[src/rtl/fp_operand_stage_if.sv]
`default_nettype none
// ============================================================================
// Module      : fp_operand_stage_if
// Description : Bundle between the ID stage operand logic and its neighbours.
//               It carries decoded fields, the FPU pipeline destination and
//               write-enable taps, E3 and writeback data, and the operand and
//               control outputs toward the FPU.
//               master : the decode/FPU side that drives the stage.
//               slave  : fp_operand_stage itself.
// Revision    : 1.0 - initial release
// ============================================================================
interface fp_operand_stage_if;
  logic        ein;
  logic [4:0]  d_fs;
  logic [4:0]  d_ft;
  logic [4:0]  d_fd;
  logic [2:0]  d_fc;
  logic        d_wf;
  logic        d_ufs;
  logic        d_uft;
  logic        flush;
  logic [4:0]  e1n;
  logic [4:0]  e2n;
  logic [4:0]  e3n;
  logic        e1w;
  logic        e2w;
  logic        e3w;
  logic [31:0] ed;
  logic [4:0]  wn;
  logic [31:0] wd;
  logic        ww;
  logic [31:0] a;
  logic [31:0] b;
  logic [2:0]  fc;
  logic [4:0]  fd;
  logic        wf;
  logic        stall_raw;

  modport master (
    output ein, d_fs, d_ft, d_fd, d_fc, d_wf, d_ufs, d_uft, flush,
    output e1n, e2n, e3n, e1w, e2w, e3w, ed, wn, wd, ww,
    input  a, b, fc, fd, wf, stall_raw
  );

  modport slave (
    input  ein, d_fs, d_ft, d_fd, d_fc, d_wf, d_ufs, d_uft, flush,
    input  e1n, e2n, e3n, e1w, e2w, e3w, ed, wn, wd, ww,
    output a, b, fc, fd, wf, stall_raw
  );
endinterface
`default_nettype wire

[src/rtl/fp_operand_stage.sv]
`default_nettype none
// ============================================================================
// Module      : fp_operand_stage
// Description : FP operand stage. It holds the 32x32 FP register file and the
//               ID pipeline register. It forwards E3 and writeback results
//               into the operands and interlocks on E1/E2 producers.
// Ports       : clk  - rising-edge clock
//               clrn - asynchronous active-low reset
//               bus  - fp_operand_stage_if.slave. It carries the decode
//                      inputs, the FPU stage taps, the writeback port and the
//                      operand/control outputs.
// Revision    : 1.0 - initial release
// ============================================================================
module fp_operand_stage (
  input  logic                clk,
  input  logic                clrn,
  fp_operand_stage_if.slave   bus
);

  logic [31:0] r_rf [32];

  logic [4:0]  r_fs;
  logic [4:0]  r_ft;
  logic [4:0]  r_fd;
  logic [2:0]  r_fc;
  logic        r_wf;
  logic        r_ufs;
  logic        r_uft;

  logic        w_haz_fs;
  logic        w_haz_ft;
  logic        w_stall;
  logic [31:0] w_a;
  logic [31:0] w_b;

  // Register file. Writeback is independent of ein, because a retiring FPU
  // result must land even while the front end is frozen.
  always_ff @(posedge clk or negedge clrn) begin
    if (!clrn) begin
      for (int i = 0; i < 32; i++) begin
        r_rf[i] <= 32'h0;
      end
    end else if (bus.ww) begin
      r_rf[bus.wn] <= bus.wd;
    end
  end

  // ID register. Flush wins over both load and hold, but only on an enabled
  // edge. A RAW stall freezes the held instruction.
  always_ff @(posedge clk or negedge clrn) begin
    if (!clrn) begin
      r_fs  <= 5'd0;
      r_ft  <= 5'd0;
      r_fd  <= 5'd0;
      r_fc  <= 3'd0;
      r_wf  <= 1'b0;
      r_ufs <= 1'b0;
      r_uft <= 1'b0;
    end else if (bus.ein) begin
      if (bus.flush) begin
        r_fd  <= 5'd0;
        r_fc  <= 3'd0;
        r_wf  <= 1'b0;
        r_ufs <= 1'b0;
        r_uft <= 1'b0;
      end else if (!w_stall) begin
        r_fs  <= bus.d_fs;
        r_ft  <= bus.d_ft;
        r_fd  <= bus.d_fd;
        r_fc  <= bus.d_fc;
        r_wf  <= bus.d_wf;
        r_ufs <= bus.d_ufs;
        r_uft <= bus.d_uft;
      end
    end
  end

  // E1/E2 producers cannot be forwarded yet, so any used source that matches
  // them interlocks. Register 0 is not special-cased.
  always_comb begin
    w_haz_fs = r_ufs & ((bus.e1w & (bus.e1n == r_fs)) |
                        (bus.e2w & (bus.e2n == r_fs)));
    w_haz_ft = r_uft & ((bus.e1w & (bus.e1n == r_ft)) |
                        (bus.e2w & (bus.e2n == r_ft)));
    w_stall  = w_haz_fs | w_haz_ft;
  end

  // Operand forwarding: E3 is younger than W, so E3 takes priority.
  always_comb begin
    if (bus.e3w && (bus.e3n == r_fs))      w_a = bus.ed;
    else if (bus.ww && (bus.wn == r_fs))   w_a = bus.wd;
    else                                   w_a = r_rf[r_fs];

    if (bus.e3w && (bus.e3n == r_ft))      w_b = bus.ed;
    else if (bus.ww && (bus.wn == r_ft))   w_b = bus.wd;
    else                                   w_b = r_rf[r_ft];
  end

  // Operands are gated by reset. Without the gate, forwarding inputs could
  // leak onto a/b while clrn is low.
  assign bus.a         = clrn ? w_a : 32'h0;
  assign bus.b         = clrn ? w_b : 32'h0;
  assign bus.fc        = r_fc;
  assign bus.fd        = r_fd;
  assign bus.wf        = r_wf & ~w_stall;
  assign bus.stall_raw = w_stall;

endmodule
`default_nettype wire

[src/flat_wrapper.sv]
// flat-port wrapper written by rule: the top's interface ports become plain ports
module fp_operand_stage_flat 
  (clk, clrn, bus_ein, bus_d_fs, bus_d_ft, bus_d_fd, bus_d_fc, bus_d_wf, bus_d_ufs, bus_d_uft, bus_flush, bus_e1n, bus_e2n, bus_e3n, bus_e1w, bus_e2w, bus_e3w, bus_ed, bus_wn, bus_wd, bus_ww, bus_a, bus_b, bus_fc, bus_fd, bus_wf, bus_stall_raw);
  fp_operand_stage_if bus_i ();
  input  logic clk;
  input  logic clrn;
  input wire logic [$bits(bus_i.ein)-1:0] bus_ein;
  input wire logic [$bits(bus_i.d_fs)-1:0] bus_d_fs;
  input wire logic [$bits(bus_i.d_ft)-1:0] bus_d_ft;
  input wire logic [$bits(bus_i.d_fd)-1:0] bus_d_fd;
  input wire logic [$bits(bus_i.d_fc)-1:0] bus_d_fc;
  input wire logic [$bits(bus_i.d_wf)-1:0] bus_d_wf;
  input wire logic [$bits(bus_i.d_ufs)-1:0] bus_d_ufs;
  input wire logic [$bits(bus_i.d_uft)-1:0] bus_d_uft;
  input wire logic [$bits(bus_i.flush)-1:0] bus_flush;
  input wire logic [$bits(bus_i.e1n)-1:0] bus_e1n;
  input wire logic [$bits(bus_i.e2n)-1:0] bus_e2n;
  input wire logic [$bits(bus_i.e3n)-1:0] bus_e3n;
  input wire logic [$bits(bus_i.e1w)-1:0] bus_e1w;
  input wire logic [$bits(bus_i.e2w)-1:0] bus_e2w;
  input wire logic [$bits(bus_i.e3w)-1:0] bus_e3w;
  input wire logic [$bits(bus_i.ed)-1:0] bus_ed;
  input wire logic [$bits(bus_i.wn)-1:0] bus_wn;
  input wire logic [$bits(bus_i.wd)-1:0] bus_wd;
  input wire logic [$bits(bus_i.ww)-1:0] bus_ww;
  output wire logic [$bits(bus_i.a)-1:0] bus_a;
  output wire logic [$bits(bus_i.b)-1:0] bus_b;
  output wire logic [$bits(bus_i.fc)-1:0] bus_fc;
  output wire logic [$bits(bus_i.fd)-1:0] bus_fd;
  output wire logic [$bits(bus_i.wf)-1:0] bus_wf;
  output wire logic [$bits(bus_i.stall_raw)-1:0] bus_stall_raw;
  assign bus_i.ein = bus_ein;
  assign bus_i.d_fs = bus_d_fs;
  assign bus_i.d_ft = bus_d_ft;
  assign bus_i.d_fd = bus_d_fd;
  assign bus_i.d_fc = bus_d_fc;
  assign bus_i.d_wf = bus_d_wf;
  assign bus_i.d_ufs = bus_d_ufs;
  assign bus_i.d_uft = bus_d_uft;
  assign bus_i.flush = bus_flush;
  assign bus_i.e1n = bus_e1n;
  assign bus_i.e2n = bus_e2n;
  assign bus_i.e3n = bus_e3n;
  assign bus_i.e1w = bus_e1w;
  assign bus_i.e2w = bus_e2w;
  assign bus_i.e3w = bus_e3w;
  assign bus_i.ed = bus_ed;
  assign bus_i.wn = bus_wn;
  assign bus_i.wd = bus_wd;
  assign bus_i.ww = bus_ww;
  assign bus_a = bus_i.a;
  assign bus_b = bus_i.b;
  assign bus_fc = bus_i.fc;
  assign bus_fd = bus_i.fd;
  assign bus_wf = bus_i.wf;
  assign bus_stall_raw = bus_i.stall_raw;
  fp_operand_stage u_core (.clk(clk), .clrn(clrn), .bus(bus_i));
endmodule
[config.mk]
export PLATFORM = sky130hd
export DESIGN_NAME = fp_operand_stage_flat
export DESIGN_NICKNAME = d
export VERILOG_FILES = /design/src/rtl/fp_operand_stage_if.sv /design/src/rtl/fp_operand_stage.sv /design/src/flat_wrapper.sv
export SDC_FILE = /design/constraint.sdc
export NUM_CORES = 2
export LEC_CHECK = 0
export ABC_AREA = 1
export ABC_CLOCK_PERIOD_IN_PS = 2900
export BUFFER_PORTS_ARGS = -buffer_cell sky130_fd_sc_hd__buf_2
export CAP_MARGIN = 0
export CORE_MARGIN = 5
export CORE_UTILIZATION = 48
export DETAILED_ROUTE_END_ITERATION = 10
export HOLD_SLACK_MARGIN = 0.03
export PLACE_DENSITY = 0.61
export SYNTH_ARGS = -nofsm -noshare
export SYNTH_HDL_FRONTEND = slang
export SYNTH_SLANG_ARGS = --single-unit
export TNS_END_PERCENT = 50
[constraint.sdc]
create_clock -name clk -period 2.9 [get_ports clk]
set_clock_uncertainty 0.1 [all_clocks]
set_input_delay 0.435 -clock clk [delete_from_list [all_inputs] [get_ports clk]]
set_output_delay 0.435 -clock clk [all_outputs]
set_load 0.02 [all_outputs]
==> results.json <==
{
  "drive_gt1_share_pct": 12.5,
  "timing.final.crit_period_ns": 3.48,
  "fin_setup_tns_ns": -32.82,
  "grt_setup_unrepaired": "yes",
  "cts_root_buffer": "clkbuf_16",
  "synth_commonest_cells": "nand2_1 (4,034), nand3_1 (1,499), dfrtp_1 (1,045)",
  "die_width_um": 362,
  "io_buffer_count": 186,
  "setup_violations": 66,
  "clkTransAtPathRegs_ns": 0.06,
  "final.period_utilization_pct": 120,
  "endpoint_kind": "output port",
  "synth-async-reset-ratio_pct": 100,
  "avgViaCountPerCell": 6.00,
  "maximum_vdd_drop_v": 0.000644,
  "total_leakage_power_nw": 34.4,
  "layout_setup_ws_ns": -0.580,
  "dr_total_vias": 64400,
  "min-delay-path-class": "in -> async",
  "postRouteAntennaNets": 0,
  "synth_sequential_area_ratio_pct": 44.0,
  "finalWirelength_um": 251000,
  "edff_count_synth": 0,
  "global_route.usage.total_pct": 36.8,
  "postPlaceCellArea_mm2": 0.0642,
  "globalplace.congestion": 0.905,
  "synth.net_count": 9063,
  "hold_slack_ns": 0.0774,
  "crit_path_cell_trace": "buf_4, buf_12, buf_4, nand3_1, nand2_1, nand2_1, nand3_1, nand3_1, nand3_1, a21oi_1, buf_2",
  "cp_slowest_cell": "dfrtp_4",
  "synth_top_flop_cell": "dfrtp_1",
  "cp-start-kind": "register",
  "syn_inst": 8950,
  "top_cell_by_count_worst_path": "nand3_1",
  "worst_slew_pin_slew_ns": 0.881,
  "pin_count": 187,
  "finish.utilization_pct": 58.8,
  "die_h_um": 362,
  "grt_pass1_wl_um": 374000,
  "clk_latency_ns": 0.76,
  "grt_overflow_total": 0,
  "synth_seq_cells": 1045,
  "route.detailed.drc": 0,
  "rows": 129,
  "first_drt_iteration_drcs": 9618,
  "synth.top_cells.by_area": "dfrtp_1 (44%), nand2_1 (25%), nand3_1 (13%)",
  "tritoncts.num_buffers": 120,
  "mappedNetlistArea_mm2": 0.0594,
  "area_growth_pct": 22.0,
  "grt_antenna_before_repair": 9,
  "cell_type_contributing_the_most_total_cell_area_after_synthesis": "dfrtp_1",
  "wl_per_cell_um": 23.4,
  "core-area_mm2": 0.123,
  "fmaxAchievable_ghz": 0.287,
  "post-synth-top-count-cell": "nand2_1",
  "crit_path_max_incr_delay_ns": 0.58,
  "worst_ep_required_time_ns": 2.37,
  "h_tree_depth": 3,
  "crit_fanout": 42,
  "crit_arrival_ns": 2.94,
  "synth.yosys.warnings": 0,
  "hold_viol": 0,
  "max-cap-violations": 0,
  "reg2reg_setup_slack_ns": 0.17,
  "drt_first_pass_iters": 7,
  "worstSetupPathType": "reg -> out",
  "grt_start_max_net_pins": 135,
  "clock_tree.buffer_depth": 3,
  "synth.lib_cells_used.distinct": 22,
  "avgSynthCellArea_um2": 6.64,
  "violated_checks": "negative setup slack",
  "nNetsFinal": 9095,
  "p_per_area_mw_per_mm2": 741,
  "status": "finished, violations left",
  "cts_tree": "yes",
  "slew_headroom_pct": 41.3,
  "cts_num_sinks": 1045,
  "start_util_pct": 48.2,
  "detailed_place_hpwl_um": 144000,
  "final_max_slew_viol_count": 0,
  "floorplan.die_area_mm2": 0.131,
  "final_design_area_no_fill_mm2": 0.0725,
  "first_global_vias": 59700,
  "synth_top_cell_area_share_pct": 44.0
}
-- state kept, by name, indices dropped and copies added, names as in the netlist --
register	cells
u_core.bus.fc	3
u_core.bus.fd	5
u_core.r_fs	5
u_core.r_ft	5
u_core.r_rf	1024
u_core.r_ufs	1
u_core.r_uft	1
u_core.r_wf	1
-- worst max-delay path, delay by kind of cell, from the launching register on --
kind / cells / cell delay [ns]
AOI/OAI and AO/OA: 1 / 0.19
and+or+nand+nor: 6 / 0.63
buffers and inverters: 4 / 0.78
DFF: 1 / 0.58
-- timing repair --
| action | in CTS | in global routing |
|---|---|---|
| setup buffers | 36 | 31 |
| resized for setup | 277 | 173 |
| pin swaps | 16 | 36 |
| hold buffers | 22 | 0 |
| endpoints found under the hold margin | 142 | 0 |
| setup endpoints to repair | 66 | 69 |
| cloned | 19 | 24 |
-- power by group --
group	internal, mW	leakage [nW]	switching [mW]
sequential	17.4	13.4	2.43
combinational	6.53	18.9	10.6
clock	10.2	2.15	6.57
total	34.1	34.4	19.6
-- layer usage --
layer / wire length [um] / global-route usage [%] / vias to the layer above
met5: 41 / 0 / -
met4: 11600 / 16.8 / 6
met3: 28700 / 9.07 / 741
met2: 110000 / 56.0 / 3975
met1: 101000 / 50.0 / 30500
li1: - / - / 29100
-- cell type report --
cell class	count	area (um^2)
fill	11600	50800
clock buffer	174	3610
timing repair inverter	2	22.5
tap	1637	2050
sequential	1045	26200
timing repair buffer	680	8220
antenna	5	12.5
inverter	69	337
multi-input combinational	7064	31400
clock inverter	52	736
-- layout by cell type (no fill, tap or decap), drive strengths merged, types with 4 or more instances in the layout --
cell / synthesis / routed
dlygate4sd3: 0 / 22
nand3: 1499 / 1499
bufinv: 0 / 18
o22ai: 8 / 8
clkinv: 4 / 29
inv: 65 / 71
nor3: 13 / 13
clkinvlp: 0 / 5
nand2: 4045 / 4045
clkbuf: 626 / 196
diode: 0 / 5
xor2: 4 / 4
nor2: 316 / 316
buf: 146 / 633
dfrtp: 1045 / 1045
o21ai: 947 / 947
a21oi: 229 / 229
-- cells by family after synthesis --
family,synth area share [%]
AND/OR/NAND/NOR,40.4
AO/OA/AOI/OAI,10.0
flip-flops,44.0
buffers and inverters,5.51
XOR/XNOR,0.0589
-- worst paths after layout --
check | startpoint | end | cells past startpoint
min reg2reg | u_core.r_uft$_DFFE_PN0P_ | u_core.r_uft$_DFFE_PN0P_ | 2
max | u_core.r_fs[1]$_DFFE_PN0P_ | bus_a[17] | 11
max in group asynchronous | clrn | u_core.r_rf[537]$_DFFE_PN0P_ | 4
max reg2reg | u_core.r_fs[3]$_DFFE_PN0P_ | u_core.r_fs[2]$_DFFE_PN0P_ | 13
min | clrn | u_core.r_rf[900]$_DFFE_PN0P_ | 2
min in group clk | bus_flush | u_core.r_fs[4]$_DFFE_PN0P_ | 5
-- per-stage QoR --
step,setup slack (ns),instances,power (mW)
finish,-0.580,10700,53.8
detailed placement,0.0704,10400,34.9
CTS,-0.607,10700,52.7
floorplan,0.418,8950,28.9
global route,-0.660,10700,56.4
global placement,0.0581,10400,34.6
(Power assumes the default switching activity.)
